`config.mk`:
```
export PLATFORM = sky130hd
export DESIGN_NAME = ble_packet_sequencer
export DESIGN_NICKNAME = d
export VERILOG_FILES = /design/src/rtl/ble_packet_sequencer_pkg.sv /design/src/rtl/ble_packet_sequencer_whitener.sv /design/src/rtl/ble_packet_sequencer.sv
export SDC_FILE = /design/constraint.sdc
export NUM_CORES = 1
export LEC_CHECK = 0
export BUFFER_PORTS_ARGS = -buffer_cell sky130_fd_sc_hd__buf_2
export CORE_MARGIN = 8
export CORE_UTILIZATION = 30
export DETAILED_ROUTE_END_ITERATION = 8
export HOLD_SLACK_MARGIN = 0.05
export RECOVER_POWER = 50
export SLEW_MARGIN = 20
export SYNTH_ARGS = -nofsm -noshare
export SYNTH_HDL_FRONTEND = slang
export SYNTH_SLANG_ARGS = --single-unit
```
`constraint.sdc`:
```
create_clock -name clk -period 3.75 [get_ports clk]
set_clock_uncertainty 0.1 [all_clocks]
set_input_delay 0.75 -clock clk [delete_from_list [all_inputs] [get_ports clk]]
set_output_delay 0.75 -clock clk [all_outputs]
set_load 0.005 [all_outputs]
```
`src/rtl/ble_packet_sequencer_pkg.sv`:
```
// Shared types and constants for the BLE packet sequencer.
// FSM encodings, whitening polynomial/seed, default widths.
package ble_packet_sequencer_pkg;

   localparam int ADDR_W_DEF = 8;
   localparam int REP_W_DEF  = 4;
   localparam int GAP_W_DEF  = 8;

   localparam int             WHT_W        = 7;
   // x^7 + x^4 + 1: feedback into bit 0 and bit 4
   localparam logic [WHT_W-1:0] WHT_POLY   = 7'b001_0001;
   localparam logic           WHT_SEED_MSB = 1'b1;

   typedef enum logic [2:0] {
      S_IDLE = 3'd0,
      S_LEAD = 3'd1,
      S_TX   = 3'd2,
      S_GAP  = 3'd3,
      S_TAIL = 3'd4,
      S_DONE = 3'd5
   } state_t;

   function automatic logic [WHT_W-1:0] wht_seed(input logic [5:0] chan);
      return {WHT_SEED_MSB, chan};
   endfunction

endpackage

```
`src/rtl/ble_packet_sequencer_whitener.sv`:
```
// ble_whitener: 7-bit x^7+x^4+1 LFSR, output tap bit 6.
// Used by ble_packet_sequencer only when BLE_WHITENING_EN is defined.
module ble_whitener
   import ble_packet_sequencer_pkg::*;
(
   input  logic             clk,
   input  logic             rst,
   input  logic [WHT_W-1:0] i_seed,
   input  logic             i_load,
   input  logic             i_shift,
   input  logic             i_bit,
   output logic             o_bit
);

   logic [WHT_W-1:0] r_lfsr;
   logic [WHT_W-1:0] w_fb;

   assign w_fb = r_lfsr[WHT_W-1] ? WHT_POLY : '0;

   always_ff @(posedge clk or posedge rst) begin
      if (rst)
         r_lfsr <= '0;
      else if (i_load)
         r_lfsr <= i_seed;
      else if (i_shift)
         r_lfsr <= {r_lfsr[WHT_W-2:0], 1'b0} ^ w_fb;
   end

   assign o_bit = i_bit ^ r_lfsr[WHT_W-1];

endmodule

```
`src/rtl/ble_packet_sequencer.sv`:
```
// BLE packet sequencer: streams ROM symbols to the FSK modulator with repeats/gap/abort.
// Optional whitening via `define BLE_WHITENING_EN.
module ble_packet_sequencer
   import ble_packet_sequencer_pkg::*;
#(
   parameter int ADDR_W = ADDR_W_DEF,
   parameter int REP_W  = REP_W_DEF,
   parameter int GAP_W  = GAP_W_DEF
)(
   input  logic              clk,
   input  logic              rst,
   input  logic              trig,
   input  logic              abort,
   input  logic [ADDR_W-1:0] pkt_len,
   input  logic [REP_W-1:0]  rep_cnt,
   input  logic [GAP_W-1:0]  gap_len,
   input  logic [5:0]        chan_idx,
   input  logic              symDone,
   output logic [ADDR_W-1:0] rom_addr,
   input  logic              rom_data,
   output logic              start,
   output logic              symVal,
   output logic              busy,
   output logic              done
);

   state_t            r_state;
   state_t            w_state_nxt;
   logic [ADDR_W-1:0] r_addr;
   logic [ADDR_W-1:0] r_len;
   logic [REP_W-1:0]  r_reps;
   logic [GAP_W-1:0]  r_gap_len;
   logic [GAP_W-1:0]  r_gap_cnt;
   logic              r_hold;
   logic              r_sym;

   logic w_go;
   logic w_last;
   logic w_gap_last;
   logic w_live;
   logic w_adv;
   logic w_data;
   logic w_next_sym;

   assign w_go       = trig && (pkt_len != '0);
   assign w_last     = (r_addr == r_len - ADDR_W'(1));
   assign w_gap_last = (r_gap_len == '0) ||
                       (r_gap_cnt == r_gap_len - GAP_W'(1));
   assign w_live     = (r_state == S_LEAD) || (r_state == S_TX);
   assign w_adv      = (r_state == S_TX) && symDone && !abort;

   always_comb begin
      w_state_nxt = r_state;
      unique case (r_state)
         S_IDLE: if (w_go) w_state_nxt = S_LEAD;
         S_LEAD: w_state_nxt = abort ? S_TAIL : S_TX;
         S_TX: begin
            if (abort)
               w_state_nxt = S_TAIL;
            else if (symDone && w_last)
               w_state_nxt = (r_reps != '0) ? S_GAP : S_TAIL;
         end
         S_GAP: begin
            if (abort)
               w_state_nxt = S_TAIL;
            else if (w_gap_last)
               w_state_nxt = S_LEAD;
         end
         S_TAIL: w_state_nxt = S_DONE;
         S_DONE: w_state_nxt = S_IDLE;
         default: w_state_nxt = S_IDLE;
      endcase
   end

   always_ff @(posedge clk or posedge rst) begin
      if (rst) begin
         r_state   <= S_IDLE;
         r_addr    <= '0;
         r_len     <= '0;
         r_reps    <= '0;
         r_gap_len <= '0;
         r_gap_cnt <= '0;
         r_hold    <= 1'b0;
      end else begin
         r_state <= w_state_nxt;
         if (r_state == S_IDLE && w_go) begin
            r_len     <= pkt_len;
            r_reps    <= rep_cnt;
            r_gap_len <= gap_len;
            r_addr    <= '0;
         end
         // last index holds into TAIL; rewinds only when another packet follows
         if (w_adv && !w_last)
            r_addr <= r_addr + ADDR_W'(1);
         else if (w_adv && r_reps != '0)
            r_addr <= '0;
         r_gap_cnt <= (r_state == S_GAP && !w_gap_last) ?
                      r_gap_cnt + GAP_W'(1) : '0;
         if (r_state == S_GAP && !abort && w_gap_last)
            r_reps <= r_reps - REP_W'(1);
         if (w_live)
            r_hold <= w_data;
      end
   end

`ifdef BLE_WHITENING_EN
   logic [5:0]       r_chan;
   logic             w_load;
   logic [WHT_W-1:0] w_seed;

   always_ff @(posedge clk or posedge rst) begin
      if (rst)
         r_chan <= '0;
      else if (r_state == S_IDLE && w_go)
         r_chan <= chan_idx;
   end

   // seed on entry to LEAD so the first symbol is already whitened
   assign w_load = (r_state == S_IDLE && w_go) ||
                   (r_state == S_GAP && !abort && w_gap_last);
   assign w_seed = wht_seed((r_state == S_IDLE) ? chan_idx : r_chan);

   ble_whitener u_whitener (
      .clk     (clk),
      .rst     (rst),
      .i_seed  (w_seed),
      .i_load  (w_load),
      .i_shift (w_adv),
      .i_bit   (rom_data),
      .o_bit   (w_data)
   );
`else
   assign w_data = rom_data;
`endif

   assign w_next_sym = w_live ? w_data : r_hold;

   always_ff @(negedge clk or posedge rst) begin
      if (rst)
         r_sym <= 1'b0;
      else
         r_sym <= ~w_next_sym;
   end

   assign rom_addr = r_addr;
   assign symVal   = r_sym;
   assign start    = (r_state == S_LEAD) || (r_state == S_TX) ||
                     (r_state == S_TAIL);
   assign busy     = (r_state == S_LEAD) || (r_state == S_TX) ||
                     (r_state == S_GAP)  || (r_state == S_TAIL);
   assign done     = (r_state == S_DONE);

endmodule
```
# Word-level counts from Yosys, hierarchy flattened
# Cells that the tools add are included.
[classes] n_div=0 mul=0 magnitude_cmp=0 mux=15 n_eq_ne=10 bitwise=1 add_sub_neg=5 reduce_logical=25 shift=0
[ops] operator="$mux 8" count=4
[ops] operator="$mux 3" count=7
[ops] operator="$add 8x1->8 const B" count=2
[ops] operator="$eq 8x8->1" count=2
[ops] operator="$sub 8x1->8 const B" count=2
[ops] operator="$pmux 3 s5" count=1
[ops] operator="$logic_and 1x1->1" count=10
[ops] operator="$logic_not 8->1" count=1
[ops] operator="$mux 4" count=2
[ops] operator="$reduce_bool 8->1" count=1
[ops] operator="$eq 3x2->1 const B" count=2
[ops] operator="$eq 3x3->1 const B" count=2
[ops] operator="$logic_or 1x1->1" count=5
[ops] operator="$reduce_bool 4->1" count=1
[ops] operator="$sub 4x1->4 const B" count=1
[ops] operator="$eq 3x1->1 const B" count=1
[ops] operator="$logic_not 1->1" count=3
[ops] operator="$logic_not 3->1" count=1
[ops] operator="$ne 3x2->1 const B" count=1
[ops] operator="$ne 3x3->1 const B" count=1
[ops] operator="$reduce_and 3->1" count=1
[ops] operator="$reduce_bool 3->1" count=1
[ops] operator="$ne 2x2->1 const B" count=1
[ops] operator="$reduce_bool 2->1" count=1
[ops] operator="other kinds (2)" count=2
[word_totals] regBits=41 rom_bits=0 latchBits=0 in_bits=32 out_inout_bits=12 wordCells=64 n_memories=0 ramBits=0

# Longest topological paths before layout
# Gate-level depths: netlist (run 1).
[depth] word_depth=6 mapped_depth=10 mapped_depth_nobuf=8

==> results.json, run 1 <==
{
  "run_status": "finished with violations",
  "failed_checks": "capacitance limit, slew limit",
  "maxCapViolCount": 1,
  "r2r_slack_ns": 0.63,
  "routed-via-count": 2083,
  "grt.total_usage_pct": 10.5,
  "power.switching_mw": 0.844,
  "grt_pass1_vias": 2008,
  "syn_to_final_growth_pct": 14.2,
  "cts_tree": "done",
  "critPathLaunch": "symVal",
  "die_area_um2": 11700,
  "diodes": 0,
  "rr_worst_depth": 3,
  "clk_path_buf_depth": 2,
  "p_leak_nw": 1.34,
  "relSlewSlack_pct": -44.7,
  "ant_nets": 0,
  "synth_cells": 291,
  "ys_seq_area_share_pct": 40.4,
  "path_class": "reg2out",
  "ys_async_sr_fraction_pct": 100,
  "synth_fp_nets": 329,
  "min_from": "r_hold",
  "max_stage_delay_ns": 0.38,
  "antenna_found_initial": 0,
  "synthFlopType": "dfrtp_1",
  "crit_path_cell_trace": "buf_2",
  "cts-resized-gates": 0,
  "drc": 0,
  "core_area_um2": 8220,
  "sw_frac_of_total_pct": 43.0,
  "die_w_um": 108,
  "peakVddDrop_uv": 239,
  "worst_pin_slew_ns": 2.17,
  "first_pass_iters": 4,
  "dp_hpwl_um": 4400,
  "syn_avg_cell_area_um2": 8.72,
  "critPathTopFamily": "flip-flops",
  "cts_setup_buffers": 0,
  "die_h_um": 108,
  "combPwrFrac_pct": 46.3,
  "num_rows": 33,
  "regToRegEndpoint": "symVal",
  "gr-total-overflow": 0,
  "cp.arrival_ns": 2.65,
  "regArea_um2": 1030,
  "cp_data_required_time_ns": 2.90,
  "grt_max_degree": 41,
  "ctsHoldBuffers": 0,
  "crit_path_max_fanout": 1,
  "setup.worst_path.start_class": "register",
  "cts.clk_slew.worst_paths_ns": 0.08,
  "layout.cells.non_filler": 432,
  "cts_buffers": 5,
  "end_kind": "primary output",
  "p_int_mw": 1.12,
  "post-place-ws_ns": 0.564,
  "port_buffers": 37,
  "num_io_pins": 44,
  "via_per_inst": 4.82,
  "wl_per_cell_um": 13.2,
  "wl_um": 5720,
  "cts_htree_levels": 2,
  "slew_viol_final": 41,
  "pwr_density_cell_nw_per_um2": 678,
  "grt_setup_unrepaired": "no",
  "ys_ff_latch": 41,
  "ys_types": 54,
  "syn_area_um2": 2540,
  "cts_sinks": 41,
  "seqPwrFrac_pct": 38.4,
  "start_util_pct": 30.9,
  "clock_power_share_pct": 15.3,
  "critPathBufInv": 1,
  "finalHoldWorstSlack_ns": 0.383,
  "hold_end": "r_hold",
  "timing.rr.start": "r_state[0]",
  "clock_latency_ns": 0.30,
  "drive_gt1_share_pct": 17.1,
  "root_buffer": "clkbuf_8",
  "setup_slack_ns": 0.251,
  "hold_class": "reg2reg",
  "synth_warnings": 0,
  "fillerInstances": 876,
  "final.setup.tns_ns": 0,
  "crit_path_top_delay_cell": "dfrtn_1",
  "dp.cells": 424,
  "layout.nets": 364,
  "synth_edf_count": 0,
  "first_iter_violations": 104,
  "setup_viol": 0,
  "multi_input_area_um2": 1410,
  "hold_violations": 0,
  "gp_congestion": 0.862,
  "holdPathStages": 2,
  "grt_pass1_wl_um": 9890
}
==> flip-flops by register name, summed over array words and instances (netlist names) <==
register	count
r_gap_len	8
r_state	3
rom_addr	8
r_len	8
r_reps	4
r_gap_cnt	8
symVal	1
r_hold	1
==> metrics by stage <==
step	util [%]	area, um2	power [mW]
after floorplan	-	2540	1.46
after global placement	34.3	2820	1.65
after detailed placement	34.3	2820	1.67
after CTS	35.4	2910	1.99
after global routing	35.3	2900	2.15
final	35.3	2900	1.97
==> layout by cell type, fill, tap and decap left out, types with 3 or more instances in the layout <==
master,n
a211o_1,4
a211oi_1,3
a21oi_1,9
and3_1,5
buf_2,36
clkbuf_8,5
dfrtp_1,40
ha_1,6
inv_1,14
nand2_1,55
nand2b_1,3
nand3_1,14
nor2_1,24
nor3_1,7
nor3b_1,4
nor4_1,5
o211ai_1,3
o21ai_0,12
or2_2,3
or3_1,4
xnor2_1,14
xor2_1,13
==> kinds of logic (layout without fill, tap and decap cells) <==
family                   after synthesis  in the layout  share of synthesized area [%]
AO/OA/AOI/OAI                         52             52                           14.9
XOR/XNOR                              28             28                           10.2
adder cells (fa/ha/maj)                6              6                           2.96
buffers and inverters                 25             61                           4.24
flip-flops                            41             41                           40.4
multiplexers                           2              2                          0.789
AND/OR/NAND/NOR                      137            137                           26.5
==> Yosys cell counts, types with 2 or more instances <==
cell       n  share of area [%]
buf_2      2               0.39
nand4_1    2               0.49
nor3_1     7                1.4
nor4_1     5                1.2
o21ai_0   12                2.4
nor3b_1    4                1.2
xnor2_1   14                4.8
a21oi_1    9                1.8
nor2b_1    2               0.49
o211ai_1   3               0.89
and3_1     5                1.2
or3_1      4               0.99
nor2_1    24                3.5
inv_1     14                2.1
nand3_1   14                2.8
nand2_1   55                8.1
xor2_1    13                4.5
clkbuf_1   7                1.0
a211oi_1   3               0.89
ha_1       6                3.0
or3b_2     2               0.69
mux2i_1    2               0.79
dfrtp_1   40                 39
or2_2      3               0.74
a21o_1     2               0.59
a31oi_1    2               0.49
a211o_1    4                1.4
a21boi_0   2               0.59
a22o_1     2               0.69
nand2b_1   3               0.74
==> power groups by stage <==
stage / clock (mW) / sequential (mW) / combinational [mW]
final: 0.300 / 0.755 / 0.910
after global routing: 0.332 / 0.783 / 1.03
after CTS: 0.313 / 0.754 / 0.919
after detailed placement: 0 / 0.762 / 0.913
after global placement: 0 / 0.759 / 0.895
after floorplan: 0 / 0.712 / 0.746
==> per-layer routing <==
metal  vias up  routed length, um  track usage [%]
met1       963               3000             15.2
met3         4                243             2.26
met2        40               2400             14.7
met5         -                  0                0
li1       1076                  -                -
met4         0                 72             3.87
==> worst max path at each step <==
stage,depth (start not counted),end,slack [ns]
floorplan,1,symVal,0.17
global placement,1,symVal,0.56
detailed placement,1,symVal,0.56
CTS,1,symVal,0.24
global route,1,symVal,0.22
finish,1,symVal,0.25
==> cell type report <==
class	count	area share (%)
clock inverters	3	0.733
flip-flops and latches	41	35.4
multi-input cells	225	48.4
inverters	14	1.81
repair buffers	39	6.73
well taps	105	4.53
clock buffers	5	2.37
Power figures use the tool's default switching activity.
==> run 2: changes to the inputs <==
--- a/config.mk
+++ b/config.mk
@@ -10,6 +10,7 @@
 export CORE_UTILIZATION = 30
 export DETAILED_ROUTE_END_ITERATION = 8
 export HOLD_SLACK_MARGIN = 0.05
+export PLACE_DENSITY = 0.45
 export RECOVER_POWER = 50
 export SLEW_MARGIN = 20
 export SYNTH_ARGS = -nofsm -noshare
==> run 2 against run 1 <==
Effect of this change:
- the run still ends with capacitance limit, slew limit left
- register-to-register slack is essentially flat
- combinational power grew 0.7%
- global-route usage grew 0.43 points
- flip-flop and latch count is the same
- count of clock-buffer cells in the layout is the same
- utilization grew 0.35 points
- via count grew 2.1%
- total power grew 0.81%
- sequential power grew 0.7%
- clock power grew 2%
==> results.json, run 2 (synthesized netlist as in run 1, its figures left out) <==
{
  "holdPathStages": 2,
  "clock_latency_ns": 0.29,
  "start_util_pct": 30.9,
  "grt_setup_unrepaired": "no",
  "r2r_slack_ns": 0.63,
  "power.switching_mw": 0.851,
  "max_stage_delay_ns": 0.38,
  "min_from": "r_hold",
  "die_w_um": 108,
  "setup_viol": 0,
  "diodes": 0,
  "crit_path_max_fanout": 1,
  "crit_path_top_delay_cell": "dfrtn_1",
  "sw_frac_of_total_pct": 42.9,
  "path_class": "reg2out",
  "hold_violations": 0,
  "cts_setup_buffers": 0,
  "via_per_inst": 4.88,
  "syn_to_final_growth_pct": 15.4,
  "first_pass_iters": 4,
  "regArea_um2": 1030,
  "run_status": "finished with violations",
  "maxCapViolCount": 1,
  "ant_nets": 0,
  "cts_buffers": 5,
  "critPathLaunch": "symVal",
  "worst_pin_slew_ns": 2.27,
  "layout.nets": 368,
  "slew_viol_final": 41,
  "p_int_mw": 1.13,
  "crit_path_cell_trace": "buf_2",
  "grt_pass1_wl_um": 10200,
  "layout_commonest_cell": "nand2_1",
  "layout_common_cells": "55 x nand2_1, 40 x dfrtp_1, 34 x buf_2, 24 x nor2_1",
  "pwr_density_cell_nw_per_um2": 676,
  "die_h_um": 108,
  "clock_power_share_pct": 15.4,
  "cp_data_required_time_ns": 2.90,
  "seqPwrFrac_pct": 38.4,
  "setup.worst_path.start_class": "register",
  "failed_checks": "capacitance limit, slew limit",
  "power_mw": 1.98,
  "timing.rr.start": "r_state[0]",
  "grt_max_degree": 41,
  "cts_tree": "done",
  "gp_congestion": 0.753,
  "cts_sinks": 41,
  "end_kind": "primary output",
  "hold_end": "r_hold",
  "regToRegEndpoint": "symVal",
  "fin_util_pct": 35.6,
  "num_rows": 33,
  "wl_per_cell_um": 13.9,
  "clk_path_buf_depth": 2,
  "cts_htree_levels": 2,
  "die_area_um2": 11700,
  "multi_input_area_um2": 1410,
  "cp.arrival_ns": 2.65,
  "hold_class": "reg2reg",
  "p_leak_nw": 1.36,
  "fillerInstances": 894,
  "root_buffer": "clkbuf_8",
  "rr_worst_depth": 3,
  "routed-via-count": 2126,
  "antenna_found_initial": 0,
  "peakVddDrop_uv": 214,
  "final.setup.tns_ns": 0,
  "relSlewSlack_pct": -51.6,
  "wl_um": 6060,
  "core_area_um2": 8220,
  "num_io_pins": 44,
  "cts-resized-gates": 0,
  "critPathTopFamily": "flip-flops",
  "first_iter_violations": 80,
  "port_buffers": 37,
  "gr-total-overflow": 0,
  "grt.total_usage_pct": 10.9,
  "drc": 0,
  "dp_hpwl_um": 4570,
  "grt_pass1_vias": 2056,
  "combPwrFrac_pct": 46.2,
  "cts.clk_slew.worst_paths_ns": 0.09,
  "drive_gt1_share_pct": 17.5,
  "critPathBufInv": 1,
  "ctsHoldBuffers": 0
}
run 2: cell count changes in the layout (fill, tap and decap cells not counted), sizes merged:
cell      previous run  this run
clkinv               1         3
buf                 37        39
clkbuf               7         9
clkinvlp             1         0
inv                 15        14
run 2: area by class of cell:
cell class	count	area share, %
multi-input combinational	225	48.0
sequential	41	35.0
timing repair buffer	43	7.60
tap	105	4.49
clock buffer	5	2.35
inverter	14	1.79
clock inverter	3	0.769
run 2: how the worst max path moves through the flow:
stage / depth (start not counted) / end / slack (ns)
final: 1 / symVal / 0.25
after global routing: 1 / symVal / 0.20
after CTS: 1 / symVal / 0.24
after detailed placement: 1 / symVal / 0.56
after global placement: 1 / symVal / 0.56
after floorplan: 1 / symVal / 0.17
run 2: tightest hold or removal path, stage by stage (launching register included):
cell     delay, ns
dfrtp_1       0.34
mux2i_1       0.07
inv_1         0.05
run 2: metal layers:
| metal | track usage [%] | part of all wire (%) | vias to the layer above |
|---|---|---|---|
| met5 | 0 | 0 | - |
| met4 | 3.57 | 0.97 | 0 |
| met3 | 2.68 | 5.0 | 4 |
| met2 | 15.6 | 40 | 38 |
| met1 | 15.6 | 54 | 993 |
| li1 | - | - | 1091 |
run 2: per-stage QoR:
stage | cell area [um2] | hold slack (ns) | std cells | setup slack (ns)
CTS | 2940 | 0.392 | 436 | 0.236
global placement | 2850 | 0.361 | 428 | 0.561
global route | 2930 | 0.424 | 436 | 0.195
detailed placement | 2850 | 0.371 | 428 | 0.562
finish | 2930 | 0.390 | 436 | 0.246
floorplan | 2540 | 0.343 | 291 | 0.172
run 2: power groups by stage:
| stage | registers (mW) | logic [mW] | clock network (mW) |
|---|---|---|---|
| final | 0.760 | 0.916 | 0.305 |
| after global routing | 0.786 | 1.05 | 0.339 |
| after CTS | 0.761 | 0.934 | 0.321 |
| after detailed placement | 0.769 | 0.928 | 0 |
| after global placement | 0.768 | 0.922 | 0 |
| after floorplan | 0.712 | 0.746 | 0 |
